### src/rtl/cpu_tick_pkg.sv
// rtl/cpu_tick_pkg.sv - mode encodings and FSM state type for the CPU tick generator
package cpu_tick_pkg;

    localparam logic [1:0] MODE_HALT  = 2'b00;
    localparam logic [1:0] MODE_RUN   = 2'b01;
    localparam logic [1:0] MODE_STEP  = 2'b10;
    localparam logic [1:0] MODE_BURST = 2'b11;

    typedef enum logic [1:0] {
        ST_HALT,
        ST_RUN,
        ST_STEP,
        ST_BURST
    } state_t;

    function automatic state_t mode_to_state(input logic [1:0] m);
        state_t s;
        case (m)
            MODE_RUN:   s = ST_RUN;
            MODE_STEP:  s = ST_STEP;
            MODE_BURST: s = ST_BURST;
            default:    s = ST_HALT;
        endcase
        return s;
    endfunction

endpackage

### src/rtl/cpu_tick_if.sv
// rtl/cpu_tick_if.sv - control inputs and strobe outputs of the CPU tick generator
interface cpu_tick_if #(
    parameter int CNT_W   = 20,
    parameter int BURST_W = 8,
    parameter int TICK_W  = 16
);
    logic [1:0]         mode;
    logic [CNT_W-1:0]   div_val;
    logic               step_btn;
    logic [BURST_W-1:0] burst_len;
    logic               cpu_en;
    logic               busy;
    logic [TICK_W-1:0]  tick_count;

    modport master (
        output mode, div_val, step_btn, burst_len,
        input  cpu_en, busy, tick_count
    );

    modport slave (
        input  mode, div_val, step_btn, burst_len,
        output cpu_en, busy, tick_count
    );
endinterface

### src/rtl/btn_debounce.sv
// rtl/btn_debounce.sv - push-button synchroniser, debounce counter and press pulse
module btn_debounce #(
    parameter int DB_W = 16
) (
    input  logic clk,
    input  logic master_reset,
    input  logic btn_i,
    output logic step_evt_o
);
    logic            sync0_q, sync1_q;
    logic            level_q, level_d;
    logic            evt_q, evt_d;
    logic [DB_W-1:0] cnt_q, cnt_d;

    // Level flips only after the synced input has disagreed for a full counter span.
    always_comb begin
        cnt_d   = '0;
        level_d = level_q;
        evt_d   = 1'b0;
        if (sync1_q != level_q) begin
            if (cnt_q == {DB_W{1'b1}}) begin
                level_d = sync1_q;
                evt_d   = sync1_q;
            end else begin
                cnt_d = cnt_q + DB_W'(1);
            end
        end
    end

    always_ff @(posedge clk) begin
        if (master_reset) begin
            sync0_q <= 1'b0;
            sync1_q <= 1'b0;
            level_q <= 1'b0;
            evt_q   <= 1'b0;
            cnt_q   <= '0;
        end else begin
            sync0_q <= btn_i;
            sync1_q <= sync0_q;
            level_q <= level_d;
            evt_q   <= evt_d;
            cnt_q   <= cnt_d;
        end
    end

    assign step_evt_o = evt_q;

endmodule

### src/rtl/cpu_tick_gen.sv
// rtl/cpu_tick_gen.sv - CPU clock-enable generator: prescaler, mode FSM, burst and tick counters
module cpu_tick_gen
    import cpu_tick_pkg::*;
#(
    parameter int CNT_W   = 20,
    parameter int DB_W    = 16,
    parameter int BURST_W = 8,
    parameter int TICK_W  = 16
) (
    input  logic      clk,
    input  logic      master_reset,
    cpu_tick_if.slave bus
);
    logic [1:0]         mode_q;
    state_t             state_q, state_d;
    logic [CNT_W-1:0]   cnt_q, cnt_d, cnt_eff;
    logic [BURST_W-1:0] rem_q, rem_d, rem_eff;
    logic               busy_q, busy_d;
    logic               cpu_en_q, cpu_en_d;
    logic [TICK_W-1:0]  tick_q;
    logic               step_evt;

    btn_debounce #(.DB_W(DB_W)) u_debounce (
        .clk          (clk),
        .master_reset (master_reset),
        .btn_i        (bus.step_btn),
        .step_evt_o   (step_evt)
    );

    // An idle burst treats the trigger cycle as prescaler count 0, so the first
    // strobe lands div_val+1 cycles after the trigger.
    always_comb begin
        state_d  = state_q;
        cnt_d    = cnt_q;
        rem_d    = rem_q;
        busy_d   = busy_q;
        cpu_en_d = 1'b0;
        cnt_eff  = busy_q ? cnt_q : '0;
        rem_eff  = busy_q ? rem_q : bus.burst_len;
        if (bus.mode != mode_q) begin
            state_d = mode_to_state(bus.mode);
            cnt_d   = '0;
            rem_d   = '0;
            busy_d  = 1'b0;
        end else begin
            case (state_q)
                ST_RUN: begin
                    if (cnt_q >= bus.div_val) begin
                        cpu_en_d = 1'b1;
                        cnt_d    = '0;
                    end else begin
                        cnt_d = cnt_q + CNT_W'(1);
                    end
                end
                ST_STEP: cpu_en_d = step_evt;
                ST_BURST: begin
                    if (busy_q || (step_evt && bus.burst_len != '0)) begin
                        if (cnt_eff >= bus.div_val) begin
                            cpu_en_d = 1'b1;
                            cnt_d    = '0;
                            rem_d    = rem_eff - BURST_W'(1);
                            busy_d   = (rem_eff != BURST_W'(1));
                        end else begin
                            cnt_d  = cnt_eff + CNT_W'(1);
                            rem_d  = rem_eff;
                            busy_d = 1'b1;
                        end
                    end else begin
                        cnt_d = '0;
                    end
                end
                default: cnt_d = '0;
            endcase
        end
    end

    always_ff @(posedge clk) begin
        if (master_reset) begin
            mode_q   <= MODE_HALT;
            state_q  <= ST_HALT;
            cnt_q    <= '0;
            rem_q    <= '0;
            busy_q   <= 1'b0;
            cpu_en_q <= 1'b0;
            tick_q   <= '0;
        end else begin
            mode_q   <= bus.mode;
            state_q  <= state_d;
            cnt_q    <= cnt_d;
            rem_q    <= rem_d;
            busy_q   <= busy_d;
            cpu_en_q <= cpu_en_d;
            tick_q   <= tick_q + TICK_W'(cpu_en_q);
        end
    end

    assign bus.cpu_en     = cpu_en_q;
    assign bus.busy       = busy_q;
    assign bus.tick_count = tick_q;

endmodule

### src/flat_wrapper.sv
// flat-port wrapper written by rule: the top's interface ports become plain ports
module cpu_tick_gen_flat import cpu_tick_pkg::*;
#(
    parameter int CNT_W   = 20,
    parameter int DB_W    = 16,
    parameter int BURST_W = 8,
    parameter int TICK_W  = 16
)
  (clk, master_reset, bus_mode, bus_div_val, bus_step_btn, bus_burst_len, bus_cpu_en, bus_busy, bus_tick_count);
  cpu_tick_if #(.CNT_W(CNT_W), .BURST_W(BURST_W), .TICK_W(TICK_W)) bus_i ();
  input  logic clk;
  input  logic master_reset;
  input wire logic [$bits(bus_i.mode)-1:0] bus_mode;
  input wire logic [$bits(bus_i.div_val)-1:0] bus_div_val;
  input wire logic [$bits(bus_i.step_btn)-1:0] bus_step_btn;
  input wire logic [$bits(bus_i.burst_len)-1:0] bus_burst_len;
  output wire logic [$bits(bus_i.cpu_en)-1:0] bus_cpu_en;
  output wire logic [$bits(bus_i.busy)-1:0] bus_busy;
  output wire logic [$bits(bus_i.tick_count)-1:0] bus_tick_count;
  assign bus_i.mode = bus_mode;
  assign bus_i.div_val = bus_div_val;
  assign bus_i.step_btn = bus_step_btn;
  assign bus_i.burst_len = bus_burst_len;
  assign bus_cpu_en = bus_i.cpu_en;
  assign bus_busy = bus_i.busy;
  assign bus_tick_count = bus_i.tick_count;
  cpu_tick_gen #(.CNT_W(CNT_W), .DB_W(DB_W), .BURST_W(BURST_W), .TICK_W(TICK_W)) u_core (.clk(clk), .master_reset(master_reset), .bus(bus_i));
endmodule
### config.mk
export PLATFORM = sky130hd
export DESIGN_NAME = cpu_tick_gen_flat
export DESIGN_NICKNAME = d
export VERILOG_FILES = /design/src/rtl/cpu_tick_pkg.sv /design/src/rtl/cpu_tick_if.sv /design/src/rtl/btn_debounce.sv /design/src/rtl/cpu_tick_gen.sv /design/src/flat_wrapper.sv
export SDC_FILE = /design/constraint.sdc
export NUM_CORES = 1
export LEC_CHECK = 0
export ABC_AREA = 1
export BUFFER_PORTS_ARGS = -buffer_cell sky130_fd_sc_hd__buf_4
export CAP_MARGIN = 20
export CORE_MARGIN = 5
export CORE_UTILIZATION = 55
export CTS_CLUSTER_DIAMETER = 200
export CTS_CLUSTER_SIZE = 12
export DETAILED_ROUTE_END_ITERATION = 16
export PLACE_DENSITY = 0.84
export SLEW_MARGIN = 20
export SYNTH_ARGS = -nofsm -noshare
export SYNTH_HDL_FRONTEND = slang
export SYNTH_SLANG_ARGS = --single-unit
### constraint.sdc
create_clock -name clk -period 3.7 [get_ports clk]
set_input_delay 0.185 -clock clk [delete_from_list [all_inputs] [get_ports clk]]
set_output_delay 0.185 -clock clk [all_outputs]
set_load 0.1 [all_outputs]
After elaboration in Yosys (flattened, before gate mapping)
Cells that the tools add are included.
{"block": "totals", "regBits": 70, "latchBits": 0, "ram_bits": 0, "romBits": 0, "in_bits": 33, "out_inout_bits": 18, "wordCells": 52, "memories": 0}
{"block": "op_classes", "addsub": 5, "multipliers": 0, "div_mod_pow": 0, "n_lt_le_gt_ge": 2, "n_eq_ne": 10, "shift": 0, "mux": 13, "bitwise": 2, "reduce_logical": 8}
{"cell": "2-to-1 mux 20 bit", "n": 4}
{"cell": "one-hot mux 20 bit (3 select lines)", "n": 1}
{"cell": "adder 20 x 1 -> 20 bit, second input constant", "n": 2}
{"cell": ">= comparator 20 bit", "n": 2}
{"cell": "adder 16 x 1 -> 16 bit", "n": 1}
{"cell": "adder 16 x 1 -> 16 bit, second input constant", "n": 1}
{"cell": "== test 16 bit, second input constant", "n": 1}
{"cell": "2-to-1 mux 8 bit", "n": 2}
{"cell": "== test 2 bit, second input constant", "n": 4}
{"cell": "inequality test 8 x 1 -> 1 bit, second input constant", "n": 1}
{"cell": "nonzero test 8 bit", "n": 1}
{"cell": "subtractor 8 x 1 -> 8 bit, second input constant", "n": 1}
{"cell": "one-hot mux 2 bit (3 select lines)", "n": 1}
{"cell": "OR reduction 3 bit", "n": 2}
{"cell": "== test 2 x 1 -> 1 bit, second input constant", "n": 2}
{"cell": "2-to-1 mux 1 bit", "n": 4}
{"cell": "AND reduction 2 bit", "n": 2}
{"cell": "one-hot mux 1 bit (3 select lines)", "n": 1}
{"cell": "inequality test 2 bit", "n": 1}
{"cell": "NOT 1 bit", "n": 2}
{"cell": "OR reduction 2 bit", "n": 1}
{"cell": "logical AND 1 bit", "n": 1}
{"cell": "logical OR 1 bit", "n": 1}
{"cell": "inequality test 1 bit", "n": 1}

Logic depth before layout (Yosys ltp)
Gate-level depths: netlist of the first run.
{"block": "logic_depth", "word_depth": 5, "mapped_depth": 20, "ltp_nobuf": 17}

Modules after synthesis
A second synthesis of the first run with hierarchy kept.
{"block": "hier_totals", "hier_cells": 973, "hier_area_um2": 6003.3}
{"module": "cpu_tick_gen", "n_inst": 1, "cells_per_inst": 840, "area_each_um2": 5012.3, "seq_area_each_um2": 1001.0}
{"module": "btn_debounce", "n_inst": 1, "cells_per_inst": 133, "area_each_um2": 991.0, "seq_area_each_um2": 400.4}

Worst setup path after synthesis of the first run
Ideal clock, no wire load.
{"block": "synth_timing", "path_kind": "flip-flop to flip-flop", "from": "register u_core.busy_q (netlist: u_core.bus.busy)", "to": "register u_core.cnt_q[12]", "setup_time_ns": 0.056, "arrival_ns": 2.849, "required_ns": 3.644, "setup_slack_ns": 0.795, "path_stages_with_launch": 19, "path_buffers": 4, "synth_period_minus_slack_ns": 2.905, "path_cell_list": "dfxtp_1 > buf_6 > buf_12 > buf_8 > nand2_1 > inv_1 > ha_1 > nand2_1 > nor2_2 > nand2_1 > inv_1 > nand2_1 > nand3_1 > nor2_2 > buf_6 > nand3_1 > nand3_1 > nand2_1 > inv_1"}
{"block": "synth_between", "elab_chain_cells": 5, "elab_cells_between_ends": 7}
{"item": "start: declaration", "line": "cpu_tick_gen.sv:18", "source": "logic busy_q, busy_d;"}
{"item": "start signal: assignment", "line": "cpu_tick_gen.sv:91", "source": "busy_q <= busy_d;"}
{"item": "2-to-1 mux 20 bit", "line": "cpu_tick_gen.sv:38", "source": "cnt_eff = busy_q ? cnt_q : '0;"}
{"item": "adder 20 x 1 -> 20 bit / >= comparator 20 bit (equally long branches)", "line": "cpu_tick_gen.sv:64, cpu_tick_gen.sv:58"}
{"item": "2-to-1 mux 20 bit", "line": "cpu_tick_gen.sv:58", "source": "if (cnt_eff >= bus.div_val) begin"}
{"item": "2-to-1 mux 20 bit *", "line": "cpu_tick_gen.sv:57", "source": "if (busy_q || (step_evt && bus.burst_len != '0)) begin"}
{"item": "one-hot mux 20 bit (3 select lines) *", "line": "cpu_tick_gen.sv:46", "source": "case (state_q)"}
{"item": "end signal: assignment", "line": "cpu_tick_gen.sv:89", "source": "cnt_q <= cnt_d;"}
{"item": "end: declaration", "line": "cpu_tick_gen.sv:16", "source": "logic [CNT_W-1:0] cnt_q, cnt_d, cnt_eff;"}
Every way passes the cells marked *; elsewhere a longest branch is shown, timed or not.
A chain may end at the register's enable or synchronous reset.

Worst setup path in the final report of the first run
{"block": "layout_timing", "from": "register u_core.busy_q (netlist: u_core.bus.busy)", "to": "register u_core.cnt_q[7]"}
The elaborated chain is that of the path after synthesis.

==> flow_summary.ini, run 1 <==
[drt]
first_pass_iters = 6
route.vias.total = 5978
drt_iter0_markers = 481
routed_wl_mm = 14.9
drtAntennaViolNets = 0
wl_per_cell_um = 13.0
route.detailed.drc = 0
via_per_inst = 5.21

[critical_path]
cp_slowest_cell = dfxtp_2
cp.depth = 15
cp_top_family = simple AND/OR/NAND/NOR gates
crit_path_cell_trace = nand2_1 -> inv_1 -> ha_1 -> nand2_1 -> inv_1 -> nand2_1 -> nand2_1 -> a21oi_2 -> nand3_1 -> nor2_2 -> buf_4 -> nand3_1 -> nand3_1 -> nand2_1 -> inv_1
crit_end = u_core.cnt_q[7]
cpMostUsedCell = nand2_1
worstPathRequired_ps = 3990
r2r_slack_ps = 750
worstSetupPathType = register to register
r2r-end = u_core.cnt_q[7]
max_stage_delay_ps = 730
cp_num_buf_inv = 4
cp-end-kind = register
arrival_ps = 3240
cp-start-kind = register
critPathMaxFanout = 28
r2r-start = u_core.bus.busy
reg2reg_depth = 15
critPathLaunch = u_core.bus.busy

[final_layout]
regArea_sq_um = 1400
multi_input_area_sq_um = 3720
drive_gt1_share_pct = 12.2
layout.nets = 1086
diodes = 0
fill_cells = 990
final_util_pct = 62.6
areaGrowthSynthToFinish_pct = 10.3

[timing]
fin_crit_sh_pct = 79.6
rsz0062_at_grt = false
post-route-min-period_ps = 2950
final.setup_skew_ps = 16.8
worstMarginPinSlew_ps = 1060
finalSetupViolations = 0
maxSlewViolCount = 0
final-hold-violation-count = 0
timing.hold.ws_ps = 35.5
fmax_mhz = 339
finalSetupTns_ps = 0
relSlewSlack_pct = 29.1

[grt]
track_usage_pct = 23.9
grt_max_degree = 29
first_global_vias = 5671
overflow = 0
grt_pass1_wl_mm = 25.7
grt_antenna_before_repair = 0

[synth]
syn_avg_cell_area_sq_um = 6.15
synth_nets = 1042
ys_seq_area_share_pct = 23.7
netlist_area_sq_um = 5910
synth_top_area_share_pct = 23.7
ys_warn_count = 0
syn_inst = 962
synthTopCellsByArea = dfxtp_1 24%, nand2_1 17%, inv_1 10%
yosysUniqueCellTypes = 44
synth_largest_area_cell = dfxtp_1
ys_ff_latch = 70

[cts]
clk_pin_slew_ps = 100
cts_buffers = 9
htree_num_levels = 3
clock_path_buffers = 2
cts_setup_buffers = 0
tritoncts = done
clockRootBuffer = clkbuf_8
holdBufCountCts = 0
clock_latency_ps = 360
clock_sinks = 70
cts-resized-gates = 0

[die]
core-area_sq_um = 10400
start_util_pct = 56.8
die-area_sq_um = 12900
num_rows = 37
io_pins = 51
die_h_um = 114
die_w_um = 114

[status]
status = finished, final reports clean

[hold_path]
hp-class = input pin to register
worstHoldStart = bus_step_btn

[placed_design]
place_congestion = 0.977
hpwl_mm = 11.5
port_buffers = 50

[power]
leakagePower_nw = 3.25
vdd_drop_max_mv = 0.324
p_per_area_nw_per_um2 = 230

[run]
cap_violations = 0
==> report_power, final <==
group	leakage (nW)	internal (W)	total (W)	switching (W)
clock	0.0888	0.000256	0.000603	0.000347
sequential	0.566	0.000757	0.000762	0.00000436
combinational	2.60	0.0000536	0.000135	0.0000812
==> logic make-up (layout without fill, tap and decap cells) <==
logic type               after synthesis  count (layout)  synth area share [%]
AND/OR/NAND/NOR                      553             553                  41.8
adder cells (fa/ha/maj)               47              47                  9.94
XOR/XNOR                              30              30                  4.44
AO/OA/AOI/OAI                         73              73                  6.75
buffers and inverters                189             238                  13.4
flip-flops                            70              70                  23.7
==> registers in the layout, summed over array words and instances, names as in the netlist <==
name / flops
u_core.u_debounce.sync0_q: 1
u_core.mode_q: 2
u_core.rem_q: 8
u_core.bus.tick_count: 16
u_core.u_debounce.step_evt_o: 1
u_core.u_debounce.sync1_q: 1
u_core.u_debounce.cnt_q: 16
u_core.u_debounce.level_q: 1
u_core.bus.cpu_en: 1
u_core.bus.busy: 1
u_core.state_q: 2
u_core.cnt_q: 20
==> worst min path at each step <==
stage | end | slack, ps | cells after the start
2_1_floorplan | u_core.mode_q[0] | 270 | 1
3_3_place_gp | u_core.u_debounce.sync0_q | 380 | 3
3_5_place_dp | u_core.u_debounce.sync0_q | 400 | 3
4_1_cts | u_core.u_debounce.sync0_q | 40 | 3
5_1_grt | u_core.u_debounce.sync0_q | 50 | 3
6_report | u_core.u_debounce.sync0_q | 40 | 3
==> metal layers <==
metal | global-route usage (%) | up-vias | share of wire, %
met5 | 0 | - | 0
met4 | 8.97 | 0 | 2.7
met3 | 4.19 | 39 | 7.0
met2 | 39.4 | 220 | 45
met1 | 31.2 | 2614 | 45
li1 | - | 3105 | -
==> worst reg2reg max path: stages, from the launching register on <==
cell     delay [ps]
dfxtp_2         730
nand2_1         280
inv_1           110
ha_1            240
nand2_1          80
inv_1            40
nand2_1          50
nand2_1          80
a21oi_2         200
nand3_1         120
nor2_2          390
buf_4           260
nand3_1          80
nand3_1          90
nand2_1          70
inv_1            70
==> metrics by stage <==
step                worst slack (ps)  total power, W  instance area, sq um  instances
finish                           754         0.00150                  6520       1147
floorplan                        795        0.000861                  5910        962
global placement                 984        0.000909                  6340       1131
CTS                              847         0.00150                  6520       1147
global route                     497         0.00155                  6520       1147
detailed placement               895        0.000913                  6340       1131
==> synth_stat cells (all sizes together) <==
| library cell | number |
|---|---|
| a21oi | 37 |
| inv | 164 |
| o21a | 1 |
| a211oi | 1 |
| nor3b | 6 |
| or2 | 5 |
| o21ai | 31 |
| a31oi | 1 |
| and2 | 1 |
| xnor2 | 9 |
| nor4 | 3 |
| nand4 | 23 |
| buf | 16 |
| and3 | 1 |
| nand2 | 278 |
| o21bai | 1 |
| clkbuf | 7 |
| ha | 47 |
| dfxtp | 70 |
| xor2 | 21 |
| nor2 | 130 |
| nand3b | 2 |
| nand3 | 82 |
| nor3 | 22 |
| o31ai | 1 |
| clkinv | 2 |
==> layout make-up <==
type	count	area share, %
clock buffers	9	1.90
clock inverters	7	0.940
inverters	166	9.55
multi-input cells	703	57.1
flip-flops and latches	70	21.5
well taps	136	2.61
repair buffers	56	6.44
==> cells in the final DEF (no fill, tap or decap), types with 2 or more instances in the layout <==
cell type	count
nor3_1	16
nor4_1	3
clkinvlp_4	2
clkbuf_8	9
o21ai_0	17
xor2_1	21
nor2_1	114
nor3_2	6
a21oi_1	36
o21ai_2	5
buf_4	56
nand3b_1	2
nor2_2	12
nor2_4	4
dfxtp_1	69
or2_2	2
nand3_2	3
inv_1	159
ha_1	47
inv_2	5
nand2_2	9
nor3b_1	6
nand4_1	22
nand2_1	268
or2_1	2
nand3_1	78
inv_6	3
xnor2_1	9
o21ai_1	9
clkinv_1	2
No activity file was read; power rests on OpenSTA's default activity.
==> inputs of run 2 (changes only) <==
ABC_AREA = 0   (was 1)
CORE_UTILIZATION = 54   (was 55)
PLACE_DENSITY = 0.87   (was 0.84)
clock period = 2.4 ns   (was 3.7 ns; I/O delays follow)
==> run 2 against run 1 <==
Against the previous run: the run now ends with setup timing left; synthesized cell count fell by 33%; via count is 4.7% lower; first-iteration DRC count up 37%; clock skew down 2.6 ps; global-route usage up 7.0 points; count of clock-buffer cells in the layout unchanged; worst setup slack worse by 1200 ps; maximum frequency rose by 4.0%; largest power group unchanged.
==> flow_summary.ini, run 2 <==
[status]
status = finished with violations
violations = setup timing

[synth]
synth_largest_area_cell = dfxtp_1
synth_top_area_share_pct = 28.1
ys_seq_area_share_pct = 28.1
syn_avg_cell_area_sq_um = 7.79
yosysMostFrequentCell = dfxtp_1
synthTopCellsByArea = dfxtp_1 28%, ha_1 12%, nand2_1 5.1%
synth_edf_count = 0
synth_nets = 720
ys_ff_latch = 70
ys_warn_count = 0
yosysUniqueCellTypes = 61
syn_inst = 640
netlist_area_sq_um = 4990
async_flop_share_pct = 0
yosys-top-cells-count = 70 x dfxtp_1, 68 x nand2_1, 63 x nor2_1
synth-main-ff-cell = dfxtp_1

[timing]
rsz0062_at_grt = true
final-hold-violation-count = 0
post-route-min-period_ps = 2830
finalSetupTns_ps = -10080
final.setup_skew_ps = 14.3
fmax_mhz = 353
relSlewSlack_pct = 66.7
worstMarginPinSlew_ps = 499
setup_ws_ps = -434
maxSlewViolCount = 0
finalSetupViolations = 30
fin_crit_sh_pct = 118

[final_layout]
areaGrowthSynthToFinish_pct = 37.6
design_area_sq_um = 6860
largest_reg_flops = 20
layout.nets = 842
fill_cells = 557
final_cell_count_no_fill = 878
regArea_sq_um = 1410
drive_gt1_share_pct = 31.9
final_common_cell = buf_4
layout_common_cells = 128 x buf_4, 69 x dfxtp_1, 65 x nand2_1, 60 x nor2_1, 37 x inv_1
multi_input_area_sq_um = 3790
diodes = 0
regMostFlops = u_core.cnt_q

[drt]
wl_per_cell_um = 20.4
first_pass_iters = 6
drt_iter0_markers = 661
route.detailed.drc = 0
drtAntennaViolNets = 0
via_per_inst = 6.49
routed_wl_mm = 17.9
route.vias.total = 5697

[power]
vdd_drop_max_mv = 0.399
p_per_area_nw_per_um2 = 352
leakagePower_nw = 2.86

[critical_path]
r2r-end = u_core.cnt_q[4]
worstPathRequired_ps = 2650
r2r-start = u_core.bus.busy
critPathMaxFanout = 6
cp_num_buf_inv = 5
max_stage_delay_ps = 540
reg2reg_depth = 13
critPathLaunch = u_core.bus.busy
cpMostUsedCell = buf_6
r2r_slack_ps = -430
cp.depth = 13
cp_top_family = simple AND/OR/NAND/NOR gates
cp-end-kind = register
crit_end = u_core.cnt_q[4]
arrival_ps = 3080
cp-start-kind = register
crit_path_cell_trace = buf_6 -> and2_4 -> ha_4 -> nand4_1 -> buf_4 -> or4_4 -> o21bai_4 -> buf_6 -> buf_12 -> nor2_4 -> buf_6 -> a22oi_2 -> a31oi_1
worstSetupPathType = register to register
cp_slowest_cell = or4_4

[cts]
clk_pin_slew_ps = 100
clock_latency_ps = 360
clock_path_buffers = 2
tritoncts = done
htree_num_levels = 3
clock_sinks = 70
clockRootBuffer = clkbuf_8
cts_buffers = 9

[grt]
grt_use_met3_pct = 6.01
use_met1_pct = 34.3
first_global_vias = 5784
overflow = 0
track_usage_pct = 30.9
use_met2_pct = 53.2
grt.busiest_layer = met2
grt_max_degree = 28
grt_pass1_wl_mm = 28.3
grt_antenna_before_repair = 0

[die]
die-area_sq_um = 11300
die_h_um = 106
start_util_pct = 54.7
num_rows = 35
core-area_sq_um = 9110
io_pins = 51
die_w_um = 106

[placed_design]
hpwl_mm = 10.4
port_buffers = 50
dp_cells = 842
placed_area_sq_um = 5990
place_congestion = 0.903

[hold_path]
hold_depth = 2
hp-class = input pin to register
worstHoldStart = bus_mode[1]

[run]
cap_violations = 0
[run 2: cell count changes after synthesis, moves of 13 or more]
| cell | before | now |
|---|---|---|
| and2_1 | 1 | 19 |
| and3_1 | 1 | 14 |
| clkbuf_1 | 7 | 21 |
| inv_1 | 159 | 39 |
| nand2_1 | 268 | 68 |
| nand3_1 | 78 | 27 |
| nor2_1 | 114 | 63 |
| nor2b_1 | 0 | 14 |
| xnor2_1 | 9 | 26 |
[run 2: worst min-delay path by stage]
stage | slack, ps | endpoint
after floorplan | 250 | u_core.mode_q[0]
after global placement | 340 | u_core.u_debounce.sync0_q
after detailed placement | 340 | u_core.u_debounce.sync0_q
after CTS | 10 | u_core.mode_q[1]
after global routing | 30 | u_core.mode_q[1]
final | 20 | u_core.mode_q[1]
[run 2: layout make-up]
class	count	area share, %
Sequential cell	70	20.5
Tap cell	111	2.02
Timing Repair Buffer	143	17.4
Multi-Input combinational cell	499	55.2
Clock inverter	7	0.948
Clock buffer	9	1.80
Inverter	39	2.19
[run 2: metrics by stage]
| stage | setup slack (ps) | total power, W | hold WS [ps] | utilization, % |
|---|---|---|---|---|
| 4_1_cts | -276 | 0.00237 | 11.9 | 73.4 |
| 5_1_grt | -518 | 0.00250 | 27.8 | 75.3 |
| 6_report | -434 | 0.00241 | 18.8 | 75.3 |
| 3_5_place_dp | -418 | 0.00144 | 342 | 65.8 |
| 3_3_place_gp | -305 | 0.00142 | 338 | 65.8 |
| 2_1_floorplan | -544 | 0.00133 | 248 | - |
[run 2: metal layers]
layer,vias up,wire [um]
met3,166,1650
met4,0,1500
li1,2493,-
met5,-,0
met1,2607,6150
met2,431,8640
[run 2: cells by family (layout without fill, tap and decap cells)]
| group | Yosys count | count (layout) | synth area share [%] |
|---|---|---|---|
| simple gates | 274 | 274 | 27.8 |
| compound gates | 119 | 119 | 15.9 |
| buf+inv | 71 | 198 | 5.77 |
| flops | 70 | 70 | 28.1 |
| xor+xnor | 52 | 52 | 9.13 |
| fa+ha+maj | 47 | 47 | 11.8 |
| mux | 7 | 7 | 1.56 |
[run 2: repair_timing]
item,in CTS,in global routing
pin swaps,33,21
setup endpoints to repair,30,30
gates cloned,4,0
gates resized for setup,57,45
hold buffers,1,0
endpoints found under the hold margin,1,0
buffers inserted,14,4
[run 2: where the power goes]
| group | leakage (nW) | internal (W) | switching [W] |
|---|---|---|---|
| clock | 0.0947 | 0.000403 | 0.000554 |
| combinational | 2.20 | 0.000121 | 0.000160 |
| sequential | 0.566 | 0.00117 | 0.00000871 |
| total | 2.86 | 0.00169 | 0.000722 |
==> inputs of run 3 (changes only) <==
CORE_UTILIZATION = 55   (was 54)
PLACE_DENSITY = 0.85   (was 0.87)
TNS_END_PERCENT = 30   (was unset)
clock period = 2.8 ns   (was 2.4 ns; I/O delays follow)
==> run 3 against run 2 <==
Against the previous run: the run now ends clean; sequential cell count did not move; register-to-register slack improved by 540 ps; sequential share of layout area rose by 3.9 points; sequential power fell by 14%; count of clock-buffer cells in the layout did not move; core utilization fell by 9.6 points; clock skew fell by 5.7 ps; via count fell by 16%; worst setup slack improved by 540 ps; non-clock buffer count fell by 67; die area fell by 1.7%; combinational power fell by 34%.
==> flow_summary.ini, run 3 (same netlist as run 2, synthesis figures left out) <==
[grt]
grt_max_degree = 31
first_global_vias = 4757
track_usage_pct = 23.2
grt_pass1_wl_mm = 21.9
overflow = 0
grt_antenna_before_repair = 0

[cts]
clock_sinks = 70
clk_pin_slew_ps = 90
cts_buffers = 9
clock_path_buffers = 2
cts_setup_buffers = 0
htree_num_levels = 3
clockRootBuffer = clkbuf_8
clock_latency_ps = 360
tritoncts = done

[run]
cap_violations = 0

[power]
p_per_area_nw_per_um2 = 351
finalPower_w = 0.00202
leakagePower_nw = 2.42
vdd_drop_max_mv = 0.286

[critical_path]
critPathMaxFanout = 23
cp-start-kind = register
cp-end-kind = register
r2r_slack_ps = 100
r2r-end = u_core.rem_q[7]
worstSetupPathType = register to register
crit_end = u_core.rem_q[7]
arrival_ps = 2990
reg2reg_depth = 9
r2r-start = u_core.bus.busy
worstPathRequired_ps = 3090
critPathLaunch = u_core.bus.busy

[final_layout]
layout.nets = 775
largest_reg_flops = 20
design_area_sq_um = 5760
drive_gt1_share_pct = 15.6
layout_common_cells = 75 x buf_4, 68 x nand2_1, 68 x dfxtp_1, 63 x nor2_1, 47 x ha_1
areaGrowthSynthToFinish_pct = 15.6
final_common_cell = buf_4
regMostFlops = u_core.cnt_q
diodes = 0
fill_cells = 715

[timing]
setup_ws_ps = 103
maxSlewViolCount = 0
finalSetupViolations = 0
finalSetupTns_ps = 0
fin_crit_sh_pct = 96.3
final.setup_skew_ps = 8.56
rsz0062_at_grt = false
relSlewSlack_pct = 49.7
final-hold-violation-count = 0
post-route-min-period_ps = 2700
worstMarginPinSlew_ps = 753
fmax_mhz = 371

[drt]
drtAntennaViolNets = 0
wl_per_cell_um = 15.7
via_per_inst = 5.95
routed_wl_mm = 12.7
route.vias.total = 4806
first_pass_iters = 7
drt_iter0_markers = 318
route.detailed.drc = 0

[placed_design]
hpwl_mm = 9.46
place_congestion = 0.979
dp_slack_ps = 144
placed_area_sq_um = 5550
port_buffers = 50

[die]
die_w_um = 105
num_rows = 34
start_util_pct = 56.9
die-area_sq_um = 11100
core-area_sq_um = 8760
die_h_um = 105
io_pins = 51

[status]
status = finished, final reports clean

[hold_path]
hp-class = input pin to register
[run 3: report_power, final]
group | switching (W) | leakage [nW] | internal [W]
sequential | 0.00000736 | 0.567 | 0.00100
combinational | 0.000109 | 1.76 | 0.0000767
clock | 0.000473 | 0.102 | 0.000354
[run 3: timing repair]
action,in CTS,in global routing
setup endpoints to repair,0,5
hold buffers,1,0
endpoints found under the hold margin,1,0
gates resized for setup,0,2
[run 3: layout make-up]
| cell class | count | area, sq um | share of cell area (%) |
|---|---|---|---|
| timing repair buffer | 76 | 573 | 9.94 |
| clock inverter | 7 | 73.8 | 1.28 |
| tap | 108 | 135 | 2.34 |
| sequential | 70 | 1410 | 24.4 |
| multi-input combinational | 499 | 3310 | 57.3 |
| clock buffer | 9 | 124 | 2.15 |
| inverter | 39 | 146 | 2.54 |
[run 3: worst min-delay path by stage]
stage | start | to | slack (ps) | cells past startpoint
after global placement | bus_step_btn | u_core.u_debounce.sync0_q | 360 | 2
after detailed placement | bus_step_btn | u_core.u_debounce.sync0_q | 360 | 2
after floorplan | bus_mode[0] | u_core.mode_q[0] | 270 | 1
after CTS | bus_mode[0] | u_core.mode_q[0] | 10 | 2
after global routing | bus_mode[1] | u_core.mode_q[1] | 40 | 2
final | bus_mode[0] | u_core.mode_q[0] | 20 | 2
[run 3: per-layer routing]
layer	vias to the layer above	share of wire (%)	GRT usage (%)
li1	2359	-	-
met1	2201	43	30.2
met2	207	47	38.7
met3	39	8.1	4.16
met4	0	2.5	7.85
met5	-	0	0
[run 3: metrics by stage]
stage,std cells,util (%),hold WS [ps]
finish,808,65.8,17.0
global route,808,65.8,40.7
CTS,808,65.7,9.81
detailed placement,791,63.3,359
global placement,791,63.3,355
floorplan,640,-,268
[run 3: critical path: stages (launching register included)]
cell and delay [ps]:
dfxtp_4 430, and2_1 200, ha_1 290, nand4_1 130
or4_4 560, o21bai_4 240, buf_4 240, nand3_2 100
mux2_4 310, o22ai_1 120
